File: config.mk
export PLATFORM = sky130hd
export DESIGN_NAME = mul
export DESIGN_NICKNAME = d
export VERILOG_FILES = /design/src/rtl/mul.sv
export SDC_FILE = /design/constraint.sdc
export NUM_CORES = 1
export LEC_CHECK = 0
export CAP_MARGIN = 10
export CORE_ASPECT_RATIO = 1.2
export CORE_MARGIN = 2
export CORE_UTILIZATION = 61
export CTS_CLUSTER_DIAMETER = 60
export DETAILED_ROUTE_END_ITERATION = 12
export HOLD_SLACK_MARGIN = 0.12
export PLACE_DENSITY = 0.81
export SYNTH_ARGS = -nofsm -noshare
export SYNTH_HDL_FRONTEND = slang
export SYNTH_SLANG_ARGS = --single-unit
File: constraint.sdc
create_clock -name clk -period 6.15 [get_ports clk]
set_input_delay 0.9225 -clock clk [delete_from_list [all_inputs] [get_ports clk]]
set_output_delay 0.9225 -clock clk [all_outputs]
set_load 0.02 [all_outputs]
File: src/rtl/mul.sv
// mul: sequential signed fixed-point multiplier in Q(WIDTH-FBITS).FBITS format.
// It uses shift-add over magnitudes, round-half-to-even, then a sign fix-up.
// The optional MUL_SATURATE_EN macro saturates val on overflow; without it val holds its previous value.
module mul #(
  parameter int WIDTH = 32,
  parameter int FBITS = 29
) (
  input  logic                    clk,
  input  logic                    rst_n,
  input  logic                    start,
  output logic                    busy,
  output logic                    done,
  output logic                    valid,
  output logic                    ovf,
  input  logic signed [WIDTH-1:0] a,
  input  logic signed [WIDTH-1:0] b,
  output logic signed [WIDTH-1:0] val
);
  localparam int WIDTHU = WIDTH - 1;
  localparam int AW     = 2 * WIDTHU;
  localparam int CW     = $clog2(WIDTHU + 1);
  localparam logic [WIDTH-1:0] SMALLEST = {1'b1, {WIDTHU{1'b0}}};
  localparam logic [CW-1:0]    LAST     = CW'(WIDTHU - 1);

  typedef enum logic [2:0] {
    S_IDLE,
    S_INIT,
    S_CALC,
    S_ROUND,
    S_SIGN
  } state_t;

  state_t              r_state;
  logic                r_sign;
  logic [WIDTHU-1:0]   r_au;
  logic [WIDTHU-1:0]   r_mplr;
  logic [WIDTHU-1:0]   r_q;
  logic [AW-1:0]       r_acc;
  logic [CW-1:0]       r_cnt;

  logic                w_in_sign;
  logic                w_in_smallest;
  logic [WIDTHU+1:0]   w_rnd;
  logic                w_rnd_ovf;

  function automatic logic [WIDTHU-1:0] magnitude(input logic [WIDTH-1:0] x);
    logic [WIDTH-1:0] n;
    n = x[WIDTH-1] ? -x : x;
    return n[WIDTHU-1:0];
  endfunction

  // Two spare bits above the kept field catch both the truncation carry and the rounding carry.
  function automatic logic [WIDTHU+1:0] round_q(input logic [AW-1:0] acc);
    logic [AW-1:0]     sh;
    logic [WIDTHU+1:0] q;
    logic              guard;
    logic              sticky;
    sh     = acc >> FBITS;
    q      = {1'b0, sh[WIDTHU:0]};
    guard  = 1'b0;
    sticky = 1'b0;
    for (int k = 0; k < AW; k++) begin
      if (k == FBITS - 1)
        guard = acc[k];
      else if (k < FBITS - 1)
        sticky = sticky | acc[k];
    end
    if (guard && (q[0] || sticky))
      q = q + {{(WIDTHU + 1){1'b0}}, 1'b1};
    return q;
  endfunction

  function automatic logic round_ovf(input logic [AW-1:0] acc, input logic [WIDTHU+1:0] q);
    logic [AW-1:0] hi;
    hi = acc >> (FBITS + WIDTHU + 1);
    return (|hi) || (|q[WIDTHU+1:WIDTHU]);
  endfunction

  function automatic logic [WIDTH-1:0] apply_sign(input logic neg, input logic [WIDTHU-1:0] q);
    logic [WIDTH-1:0] m;
    m = {1'b0, q};
    return (neg && (|q)) ? -m : m;
  endfunction

`ifdef MUL_SATURATE_EN
  function automatic logic [WIDTH-1:0] saturate(input logic neg);
    logic [WIDTH-1:0] m;
    m = {1'b0, {WIDTHU{1'b1}}};
    return neg ? -m : m;
  endfunction
`endif

  assign w_in_sign     = a[WIDTH-1] ^ b[WIDTH-1];
  assign w_in_smallest = ($unsigned(a) == SMALLEST) || ($unsigned(b) == SMALLEST);
  assign w_rnd         = round_q(r_acc);
  assign w_rnd_ovf     = round_ovf(r_acc, w_rnd);

  always_ff @(posedge clk or negedge rst_n) begin
    if (!rst_n) begin
      r_state <= S_IDLE;
      busy    <= 1'b0;
      done    <= 1'b0;
      valid   <= 1'b0;
      ovf     <= 1'b0;
      val     <= '0;
    end else begin
      done <= 1'b0;
      case (r_state)
        S_IDLE: begin
          if (start) begin
            if (w_in_smallest) begin
              done  <= 1'b1;
              ovf   <= 1'b1;
              busy  <= 1'b0;
`ifdef MUL_SATURATE_EN
              valid <= 1'b1;
              val   <= saturate(w_in_sign);
`else
              valid <= 1'b0;
`endif
            end else begin
              busy    <= 1'b1;
              valid   <= 1'b0;
              ovf     <= 1'b0;
              r_state <= S_INIT;
            end
          end
        end
        S_INIT: r_state <= S_CALC;
        S_CALC: begin
          if (r_cnt == LAST)
            r_state <= S_ROUND;
        end
        S_ROUND: begin
          if (w_rnd_ovf) begin
            ovf     <= 1'b1;
            done    <= 1'b1;
            busy    <= 1'b0;
`ifdef MUL_SATURATE_EN
            valid   <= 1'b1;
            val     <= saturate(r_sign);
`else
            valid   <= 1'b0;
`endif
            r_state <= S_IDLE;
          end else begin
            r_state <= S_SIGN;
          end
        end
        S_SIGN: begin
          val     <= apply_sign(r_sign, r_q);
          done    <= 1'b1;
          valid   <= 1'b1;
          busy    <= 1'b0;
          r_state <= S_IDLE;
        end
        default: r_state <= S_IDLE;
      endcase
    end
  end

  // The datapath needs no reset: every field is reloaded before it is read in a new operation.
  always_ff @(posedge clk) begin
    case (r_state)
      S_IDLE: begin
        if (start) begin
          r_sign <= w_in_sign;
          r_au   <= magnitude(a);
          r_mplr <= magnitude(b);
        end
      end
      S_INIT: begin
        r_acc <= '0;
        r_cnt <= '0;
      end
      S_CALC: begin
        if (r_mplr[0])
          r_acc <= r_acc + ({{WIDTHU{1'b0}}, r_au} << r_cnt);
        r_mplr <= r_mplr >> 1;
        r_cnt  <= r_cnt + CW'(1);
      end
      S_ROUND: r_q <= w_rnd[WIDTHU-1:0];
      default: ;
    endcase
  end

endmodule

==> key figures <==
Run status
  – Status: finished clean

CTS
  – Post-CTS Hold Fix Bufs: 0
  – CTS Buffer Depth: 2
  – Post-CTS Resized: 0
  – CTS tree: built
  – Clk sinks: 200
  – Register clock-pin slew on the reported worst setup and hold paths: 0.09 ns
  – Num CTS Buffers: 17
  – # Post-CTS Setup Buffers: 0
  – Clk root buf: clkbuf_16
  – H-tree Lvls: 4
  – Clk Latency, worst-skew pair: 0.45 ns

GRT
  – First-pass GRT wire length: 61.1 mm
  – Number of global-route vias before repair: 12.0k
  – Total track usage: 29.6%
  – Initial antenna violation count: 0
  – Most Crowded Layer GR: met2
  – Met3 Use GR: 4.05%
  – Largest net degree at the start of global routing: 67
  – Grt met1 use: between 30% and 40%
  – Met2 Usage GRT: between 50% and 60%
  – Global route overflow: 0

Finish
  – FF+latch area: roughly 5800 sq um
  – Area of the multi-input gates: 8610 sq um
  – Final Cell Area: between 15000 and 20000 sq um
  – Fin cells: 2029
  – Fill cell count: 1800
  – # nets final: 1831
  – Layout cell share with drive strength beyond 1: under 10%
  – Area Growth Syn to Fin: 13.3%
  – Most common cell after layout, fill and taps aside: nand2_1
  – Fin util: 70.2%
  – Most frequent cells in the layout: 224 x nand2_1, 161 x edfxtp_1, 141 x nor2_1, 105 x o21ai_0, 101 x clkdlybuf4s50_1
  – Diodes inserted: 0

Min path
  – Hold WC Path Type: flip-flop to flip-flop

Route
  – ANT nets after route: 0
  – Via count: 12.6k
  – 1st-pass router iterations: 6
  – Initial drt markers: 1084
  – DRC viols: 0
  – Routed len/inst: approximately 18 um
  – Total Wirelength: about 37 mm
  – Via density: 6.23

Run
  – Max-cap violation count: 0

Floorplan
  – # IOs: 103
  – Die width: around 150 um
  – Die extent in y: roughly 170 um
  – Core Region: 24000 sq um
  – Initial Util: a little over 60%
  – Die ar.: 25600 sq um
  – Site Rows: between 60 and 70

Place
  – Port Buffers: 102
  – Inst Count DP: 1990
  – DP HPWL: 28.4 mm
  – Dpl cell area: 16100 sq um
  – Global placer's final weighted congestion: 1.00

STA
  – Setup tns final: 0 ns
  – Tmin final: 5.69 ns
  – Rel. slew slack: 32.1%
  – Final setup viols: 0
  – Setup Skew: ~0.018 ns
  – Achievable Freq: between 0.15 and 0.2 GHz
  – Final Hold Fails: 0
  – Final worst path period share: 92.5%
  – Unrepaired setup endpoints after global routing: no
  – Slew Limit Fails: 0
  – Slew @ Worst Pin: 1.02 ns

Setup path
  – Critical Path RT: 6.35 ns
  – Critical path class: flip-flop to flip-flop
  – Data arrival, critical path: 5.89 ns
  – Max FO, Critical Path: 21
  – Critical Path Start Type: flip-flop
  – Crit end category: flip-flop

Synthesis
  – Synth area leaders: edfxtp_1 33%, dfrtp_1 6.6%, nand2_1 5.7%
  – Main synth FF type: edfxtp_1
  – Synth cell types: 69
  – Seq/Total Area, Yosys: 39.1%
  – Number of synthesized flops with an enable pin: 161
  – Post-synth top area share: between 30 and 40%
  – Syn_area_per_cell: 9.12 sq um
  – YS warnings: 0
  – Post-synthesis net count: 1764
  – Synth area leader: edfxtp_1
  – Syn Inst Count: 1629
  – Post-synthesis async set-or-reset flop share: 19.5%
  – FF+latch count, synth: 200
  – Synthesized area: 14900 sq um
-- final cells by class --
type / instances / share of cell area, %
inverter: 41 / 0.915
clock inverter: 15 / 1.28
tap: 320 / 2.38
timing repair buffer: 127 / 7.15
sequential: 200 / 34.5
multi-input combinational: 1309 / 51.2
clock buffer: 17 / 2.53
-- logic make-up after synthesis --
logic type               count (synthesis)  share of synthesized area (%)
AO/OA/AOI/OAI                          411                           16.8
multiplexers                            67                           6.41
AND/OR/NAND/NOR                        593                           18.8
flip-flops                             200                           39.1
adder cells (fa/ha/maj)                 68                           5.78
buffers and inverters                  120                           3.08
XOR/XNOR                               170                           10.0
-- path summary, 6_finish.rpt --
kind,startpoint,end,slack (ns),cells past startpoint
hold / removal,val[22]$_DFFE_PN0P_,val[22]$_DFFE_PN0P_,0.48,2
setup reg to reg,r_cnt[1]$_SDFFCE_PN0P_,r_acc[61]$_SDFFCE_PN0P_,0.46,18
min in group asynchronous,rst_n,done$_DFF_PN0_,0.56,1
max in group asynchronous,rst_n,val[19]$_DFFE_PN0P_,5.06,1
setup / recovery,r_cnt[1]$_SDFFCE_PN0P_,r_acc[61]$_SDFFCE_PN0P_,0.46,18
hold reg to reg,val[22]$_DFFE_PN0P_,val[22]$_DFFE_PN0P_,0.48,2
-- cells in the mapped netlist (13+ instances only) --
master / instances
a21o_1: 20
a21oi_1: 96
and3_1: 13
clkbuf_1: 67
dfrtp_1: 39
edfxtp_1: 161
ha_1: 67
inv_1: 37
mux2_2: 15
mux2i_1: 31
mux4_2: 21
nand2_1: 226
nand2b_1: 15
nand3_1: 42
nand4_1: 26
nor2_1: 141
nor2b_1: 20
nor3_1: 28
nor4_1: 15
o21ai_0: 105
o21ai_1: 56
o22ai_1: 18
o31ai_1: 23
o41ai_1: 13
or4_1: 14
xnor2_1: 95
xor2_1: 75
-- sequential cells by signal, summed over array words and instances (netlist names) --
name     cells
busy         1
done         1
ovf          1
r_acc       62
r_au        31
r_cnt        5
r_mplr      31
r_q         31
r_sign       1
r_state      3
val         32
valid        1
-- per-stage QoR --
stage / hold WS, ns / worst slack (ns)
2_1_floorplan: 0.496 / 0.286
3_3_place_gp: 0.463 / 0.757
3_5_place_dp: 0.472 / 0.644
4_1_cts: 0.489 / 0.539
5_1_grt: 0.510 / 0.211
6_report: 0.481 / 0.461
-- routing by layer --
layer	vias up	part of all wire [%]
met3	90	5.1
li1	6114	-
met4	0	3.4
met1	5992	40
met2	450	51
met5	-	0
-- critical path: stages (launching register included) --
cell       delay [ns]
edfxtp_1         0.87
buf_4            0.33
mux2_2           0.37
o21ai_0          0.55
nor2_1           0.08
a21oi_1          0.35
mux2_2           0.26
mux2i_1          0.15
ha_1             0.47
a21oi_1          0.10
o21ai_0          0.33
nor3_1           0.11
o2111ai_1        0.13
o21ai_1          0.15
o21ai_1          0.38
a31oi_1          0.20
o31ai_1          0.32
xnor2_1          0.12
and2_1           0.16
Power is not shown: default switching activity piles up to over one toggle a cycle in this logic, so the estimate is an artifact.
